`src/rtl/mmio_responder.sv`:
```
// MEM-stage I/O responder: debounced switches, sticky button events, LED/HEX registers and a
// 64-bit cycle timer, with combinational same-cycle read data.
module mmio_responder #(
  parameter int unsigned DEBOUNCE_CYCLES = 16,
  parameter logic [31:0] BASE_ADDR       = 32'h0000_8000
) (
  input  logic        i_clk,
  input  logic        i_rst_n,
  input  logic        i_mem_read,
  input  logic        i_mem_write,
  input  logic [1:0]  i_byte_sel,
  input  logic [31:0] i_address,
  input  logic [31:0] i_write_data,
  input  logic [15:0] i_switches,
  input  logic [3:0]  i_buttons,
  output logic        o_hit,
  output logic [31:0] o_read_data,
  output logic [15:0] o_led,
  output logic [31:0] o_hex_out
);

  localparam int unsigned CntW = (DEBOUNCE_CYCLES > 2) ? $clog2(DEBOUNCE_CYCLES) : 1;
  localparam logic [CntW-1:0] CntMax = CntW'(DEBOUNCE_CYCLES - 1);

  // Bits [15:0] are switches, [19:16] are buttons.
  logic [19:0]     r_sync1, r_sync2, r_samp, r_db;
  logic [CntW-1:0] r_cnt;
  logic [3:0]      r_btn_evt;
  logic [15:0]     r_led;
  logic [31:0]     r_hex;
  logic [63:0]     r_timer;
  logic [31:0]     r_cyc_hi_snap;

  logic            w_tick;
  logic [19:0]     w_agree, w_db_d;
  logic [2:0]      w_idx;
  logic            w_wr, w_rd;
  logic [31:0]     w_led_merged, w_hex_merged;
  logic [3:0]      w_btn_evt_d;

  function automatic logic [31:0] merge(input logic [31:0] old, input logic [31:0] wd,
                                        input logic [1:0] sel, input logic [1:0] lane);
    logic [31:0] res;
    res = old;
    case (sel)
      2'b01: begin
        if (lane[1]) res[31:16] = wd[15:0];
        else         res[15:0]  = wd[15:0];
      end
      2'b10: begin
        for (int b = 0; b < 4; b++) begin
          if (lane == 2'(b)) res[8*b +: 8] = wd[7:0];
        end
      end
      default: res = wd;
    endcase
    return res;
  endfunction

  assign o_hit  = (i_address[31:5] == BASE_ADDR[31:5]);
  assign w_idx  = i_address[4:2];
  assign w_wr   = i_mem_write & o_hit;
  assign w_rd   = i_mem_read & o_hit;
  assign w_tick = (r_cnt == CntMax);

  // A bit only moves when the new sample matches the one taken on the previous tick.
  assign w_agree = ~(r_samp ^ r_sync2);
  assign w_db_d  = w_tick ? ((r_db & ~w_agree) | (r_sync2 & w_agree)) : r_db;

  // Set wins over clear-on-read so a rise coinciding with a read is kept.
  assign w_btn_evt_d = (r_btn_evt & ~{4{w_rd && (w_idx == 3'd1)}}) |
                       (w_db_d[19:16] & ~r_db[19:16]);

  assign w_led_merged = merge({16'h0000, r_led}, i_write_data, i_byte_sel, i_address[1:0]);
  assign w_hex_merged = merge(r_hex, i_write_data, i_byte_sel, i_address[1:0]);

  always_comb begin
    o_read_data = 32'h0;
    if (o_hit) begin
      case (w_idx)
        3'd0:    o_read_data = {16'h0000, r_db[15:0]};
        3'd1:    o_read_data = {28'h0, r_btn_evt};
        3'd2:    o_read_data = {16'h0000, r_led};
        3'd3:    o_read_data = r_hex;
        3'd4:    o_read_data = r_timer[31:0];
        3'd5:    o_read_data = r_cyc_hi_snap;
        default: o_read_data = 32'h0;
      endcase
    end
  end

  always_ff @(posedge i_clk) begin
    if (!i_rst_n) begin
      r_sync1       <= '0;
      r_sync2       <= '0;
      r_samp        <= '0;
      r_db          <= '0;
      r_cnt         <= '0;
      r_btn_evt     <= '0;
      r_led         <= '0;
      r_hex         <= '0;
      r_timer       <= '0;
      r_cyc_hi_snap <= '0;
    end else begin
      r_sync1   <= {i_buttons, i_switches};
      r_sync2   <= r_sync1;
      r_cnt     <= w_tick ? '0 : r_cnt + 1'b1;
      if (w_tick) r_samp <= r_sync2;
      r_db      <= w_db_d;
      r_btn_evt <= w_btn_evt_d;
      r_timer   <= r_timer + 64'd1;
      if (w_wr && (w_idx == 3'd2)) r_led <= w_led_merged[15:0];
      if (w_wr && (w_idx == 3'd3)) r_hex <= w_hex_merged;
      if (w_rd && (w_idx == 3'd4)) r_cyc_hi_snap <= r_timer[63:32];
    end
  end

  assign o_led     = r_led;
  assign o_hex_out = r_hex;

endmodule

```
`config.mk`:
```
export PLATFORM = sky130hd
export DESIGN_NAME = mmio_responder
export DESIGN_NICKNAME = d
export VERILOG_FILES = /design/src/rtl/mmio_responder.sv
export SDC_FILE = /design/constraint.sdc
export NUM_CORES = 1
export LEC_CHECK = 0
export ABC_AREA = 1
export ABC_CLOCK_PERIOD_IN_PS = 3150
export CORE_UTILIZATION = 33
export DETAILED_ROUTE_END_ITERATION = 12
export SLEW_MARGIN = 0
export SYNTH_ARGS = -nofsm -noshare
export SYNTH_HDL_FRONTEND = slang
export SYNTH_SLANG_ARGS = --single-unit
```
`constraint.sdc`:
```
create_clock -name i_clk -period 3.15 [get_ports i_clk]
set_input_delay 0.63 -clock i_clk [delete_from_list [all_inputs] [get_ports i_clk]]
set_output_delay 0.63 -clock i_clk [all_outputs]
set_load 0.1 [all_outputs]
```
==> impl_metrics.py <==
metrics = {
    "outcome": {
        "status": "finished clean",
    },
    "power": {
        "power_leakage_nw": 6.27,
        "fin_total_pwr_mw": 6.62,
        "worst_ir_drop_vdd_mv": 0.373,
        "power_density_nw_per_um2": 441,
    },
    "yosys": {
        "asyncSetResetFlopFracSynth_pct": 0,
        "mappedNetlistArea_um2": 11400,
        "synthesized_netlist_cell_count": 1748,
        "ys_types": 43,
        "ys_ff_latch": 232,
        "yosysSeqAreaShare_pct": 40.8,
        "synthesis.area_per_instance_um2": 6.52,
        "synth_enable_flop_cells": 0,
        "synth_top_flop_cell": "sky130_fd_sc_hd__dfxtp_1",
        "yosys_warnings": 0,
        "synth.net_count": 1842,
    },
    "finish": {
        "finalCoreUtilization_pct": 44.5,
        "filler_cells": 3451,
        "flow.area_growth_from_synthesis_pct": 31.8,
        "finalNonFillerCells": 2386,
        "nNetsFinal": 2011,
        "stdcell_area_um2": 15000,
        "share_of_cells_above_drive_strength_1_pct": 11.9,
        "antenna_cells_inserted": 0,
    },
    "setup_path": {
        "worstPathArrival_ns": 2.49,
        "setup.reg_to_reg.worst_slack_ns": 0.98,
        "start_kind": "primary input",
        "crit_path_top_delay_cell": "sky130_fd_sc_hd__clkdlybuf4s50_1",
        "crit_path_max_incr_delay_ns": 0.45,
        "worstPathBufferInverterCount": 3,
        "critical_path.top_delay_family": "buffers and inverters",
        "timing.critical_path.mode_cell": "sky130_fd_sc_hd__nor2_1",
        "criticalPathCategory": "primary input to output pin",
        "critical_path.endpoint_type": "output pin",
        "cp_cell_sequence": "clkdlybuf4s50_1 > nor2_1 > nand2_1 > nor2_1 > nand2_2 > nor2_4 > o21ai_4 > buf_12 > nor2_1 > buf_12",
        "worst_ep_required_time_ns": 2.52,
        "path_max_fanout": 14,
    },
    "clocking": {
        "numClockSinks": 232,
        "ctsLongestPathBuffers": 3,
        "clk_pin_slew_worst_paths_ns": 0.06,
        "clk-insertion-delay-late_ns": 0.55,
        "cts.htree.levels": 1,
        "root_buffer": "sky130_fd_sc_hd__clkbuf_16",
        "tritoncts.num_buffers": 27,
        "clock_tree_from_tritoncts": "done",
    },
    "global_route": {
        "overflow": 0,
        "grt_usage_pct": 22.3,
        "grt_max_degree": 81,
        "first_pass_grt_wire_length_mm": 61.5,
        "antenna_found_initial": 0,
        "first_global_vias": 11000,
    },
    "timing": {
        "min_period_over_period_pct": 99.2,
        "rsz0062_at_grt": "yes",
        "final_hold_violations": 0,
        "worst_pin_slew_ns": 0.878,
        "slew_headroom_pct": 41.5,
        "fmax_mhz": 320,
        "setup_slack_ns": 0.0252,
        "finalSetupViolations": 0,
        "drv_slew": 0,
        "min_tclk_post_route_ns": 3.12,
        "hold_slack_ns": 0.408,
        "fin_tns_setup_ns": 0,
        "worst_clock_skew_ns": 0.0114,
    },
    "floorplan": {
        "floorplan.core_area_um2": 33800,
        "area_of_the_die_um2": 35300,
        "fp-row-count": 67,
        "ioPinCount": 171,
        "initial_utilization_pct": 33.7,
        "chipWidth_um": 188,
        "die_y_um": 188,
    },
    "routing": {
        "drt-pass1-iter-count": 5,
        "vias": 11600,
        "postRouteWirelength_mm": 40.4,
        "ant_nets": 0,
        "initialDrtViolationCount": 785,
        "detail_route.wl_per_cell_um": 16.9,
        "drc_violation_count_after_routing": 0,
        "vias_per_cell": 4.85,
    },
    "placed_design": {
        "port-buffer-count": 170,
        "dp_hpwl_mm": 31.1,
        "dp_cells": 2334,
        "routabilityCongestion": 0.973,
        "dp_slack_ns": 0.0119,
        "placed_area_um2": 14000,
    },
    "hold_path": {
        "worstHoldPathType": "flip-flop to flip-flop",
    },
    "job": {
        "maxCapViolations": 0,
    },
}
-- cell usage in the layout, fill, tap and decap left out, types with 4 or more instances in the layout --
cell                              count
sky130_fd_sc_hd__a211oi_1            10
sky130_fd_sc_hd__a21oi_1             75
sky130_fd_sc_hd__a221oi_1            17
sky130_fd_sc_hd__a31oi_2              6
sky130_fd_sc_hd__and2_1               5
sky130_fd_sc_hd__buf_12              42
sky130_fd_sc_hd__buf_4               72
sky130_fd_sc_hd__bufinv_16            4
sky130_fd_sc_hd__clkbuf_1             7
sky130_fd_sc_hd__clkbuf_16           28
sky130_fd_sc_hd__clkdlybuf4s50_1     86
sky130_fd_sc_hd__clkinv_2             6
sky130_fd_sc_hd__dfxtp_1            232
sky130_fd_sc_hd__ha_1                 4
sky130_fd_sc_hd__inv_1              258
sky130_fd_sc_hd__inv_2                8
sky130_fd_sc_hd__nand2_1            463
sky130_fd_sc_hd__nand2_2              4
sky130_fd_sc_hd__nand3_1             52
sky130_fd_sc_hd__nand4_1             41
sky130_fd_sc_hd__nand4_2              4
sky130_fd_sc_hd__nor2_1             285
sky130_fd_sc_hd__nor2_2              26
sky130_fd_sc_hd__nor3_1              16
sky130_fd_sc_hd__o2111ai_1            4
sky130_fd_sc_hd__o211a_1              4
sky130_fd_sc_hd__o21ai_0             70
sky130_fd_sc_hd__o21ai_1              4
sky130_fd_sc_hd__o22ai_1             51
sky130_fd_sc_hd__or2_2                7
sky130_fd_sc_hd__xor2_1               9
-- final timing paths --
kind | startpoint | endpoint | cells past startpoint
setup / recovery | i_address[10] | o_read_data[9] | 10
hold / removal | r_sync1[14] | r_sync2[14] | 2
setup reg to reg | r_timer[0] | r_timer[54] | 9
hold reg to reg | r_sync1[14] | r_sync2[14] | 2
-- area by class of cell --
class	count	area, µm²	area share [%]
sequential	232	4640	30.9
multi-input combinational	1185	5580	37.2
timing repair buffer	204	2300	15.3
clock inverter	14	193	1.28
tap	448	561	3.73
clock buffer	36	729	4.86
inverter	267	1000	6.69
-- routing by layer --
metal	GRT usage (%)	part of all wire [%]	routed length, µm	vias up
met5	0	0	0	-
met4	7.22	3.0	1230	0
met3	3.35	5.3	2150	67
met2	36.7	46	18500	310
met1	29.8	46	18500	5315
li1	-	-	-	5870
-- synth_stat cells (all sizes together) (2+ instances only) --
master	instances	area share [%]
and2	7	0.38
nand3b	2	0.13
and3	2	0.11
nand2	467	15
nand3	55	2.5
a211oi	11	0.72
a31oi	7	0.38
xnor2	3	0.23
nor3	18	0.88
xor2	9	0.69
o21ai	76	3.4
nor2	314	11
o22ai	51	2.8
clkbuf	43	1.4
ha	4	0.44
o2111ai	4	0.31
buf	21	1.1
nand4	47	3.1
a221oi	17	1.3
o211a	4	0.35
dfxtp	232	41
inv	266	8.8
or2	7	0.38
o21a	2	0.13
a21oi	76	3.3
-- tightest hold or removal path: stages, from the launching register on --
cell                      delay [ns]
sky130_fd_sc_hd__dfxtp_1        0.30
sky130_fd_sc_hd__nand2_1        0.04
sky130_fd_sc_hd__inv_1          0.04
-- kinds of logic after synthesis --
| kind of cell | Yosys count | share of synthesized area [%] |
|---|---|---|
| flip-flops | 232 | 40.8 |
| AO/OA/AOI/OAI | 249 | 12.8 |
| XOR/XNOR | 12 | 0.923 |
| AND/OR/NAND/NOR | 920 | 33.7 |
| buffers and inverters | 331 | 11.3 |
| adder cells (fa/ha/maj) | 4 | 0.439 |
-- power by group --
part | internal (mW) | total, mW | leakage, nW | switching (mW)
clock network | 1.96 | 3.25 | 0.446 | 1.29
logic | 0.169 | 0.388 | 3.95 | 0.219
registers | 2.96 | 2.98 | 1.88 | 0.0129
total | 5.10 | 6.62 | 6.27 | 1.52
-- what timing repair did --
action / in CTS / in global routing
buffers inserted: 0 / 0
hold buffers: 0 / 0
gates resized for setup: 0 / 21
setup endpoints to repair: 0 / 21
-- flip-flops by register name, indices dropped and copies added, names as in the netlist, named ones only --
signal / count
o_led: 16
r_cyc_hi_snap: 32
r_btn_evt: 4
r_samp: 20
r_cnt: 4
r_sync1: 20
r_sync2: 20
r_timer: 64
o_hex_out: 32
r_db: 4
Note: power is estimated with default switching activity, not from simulation.
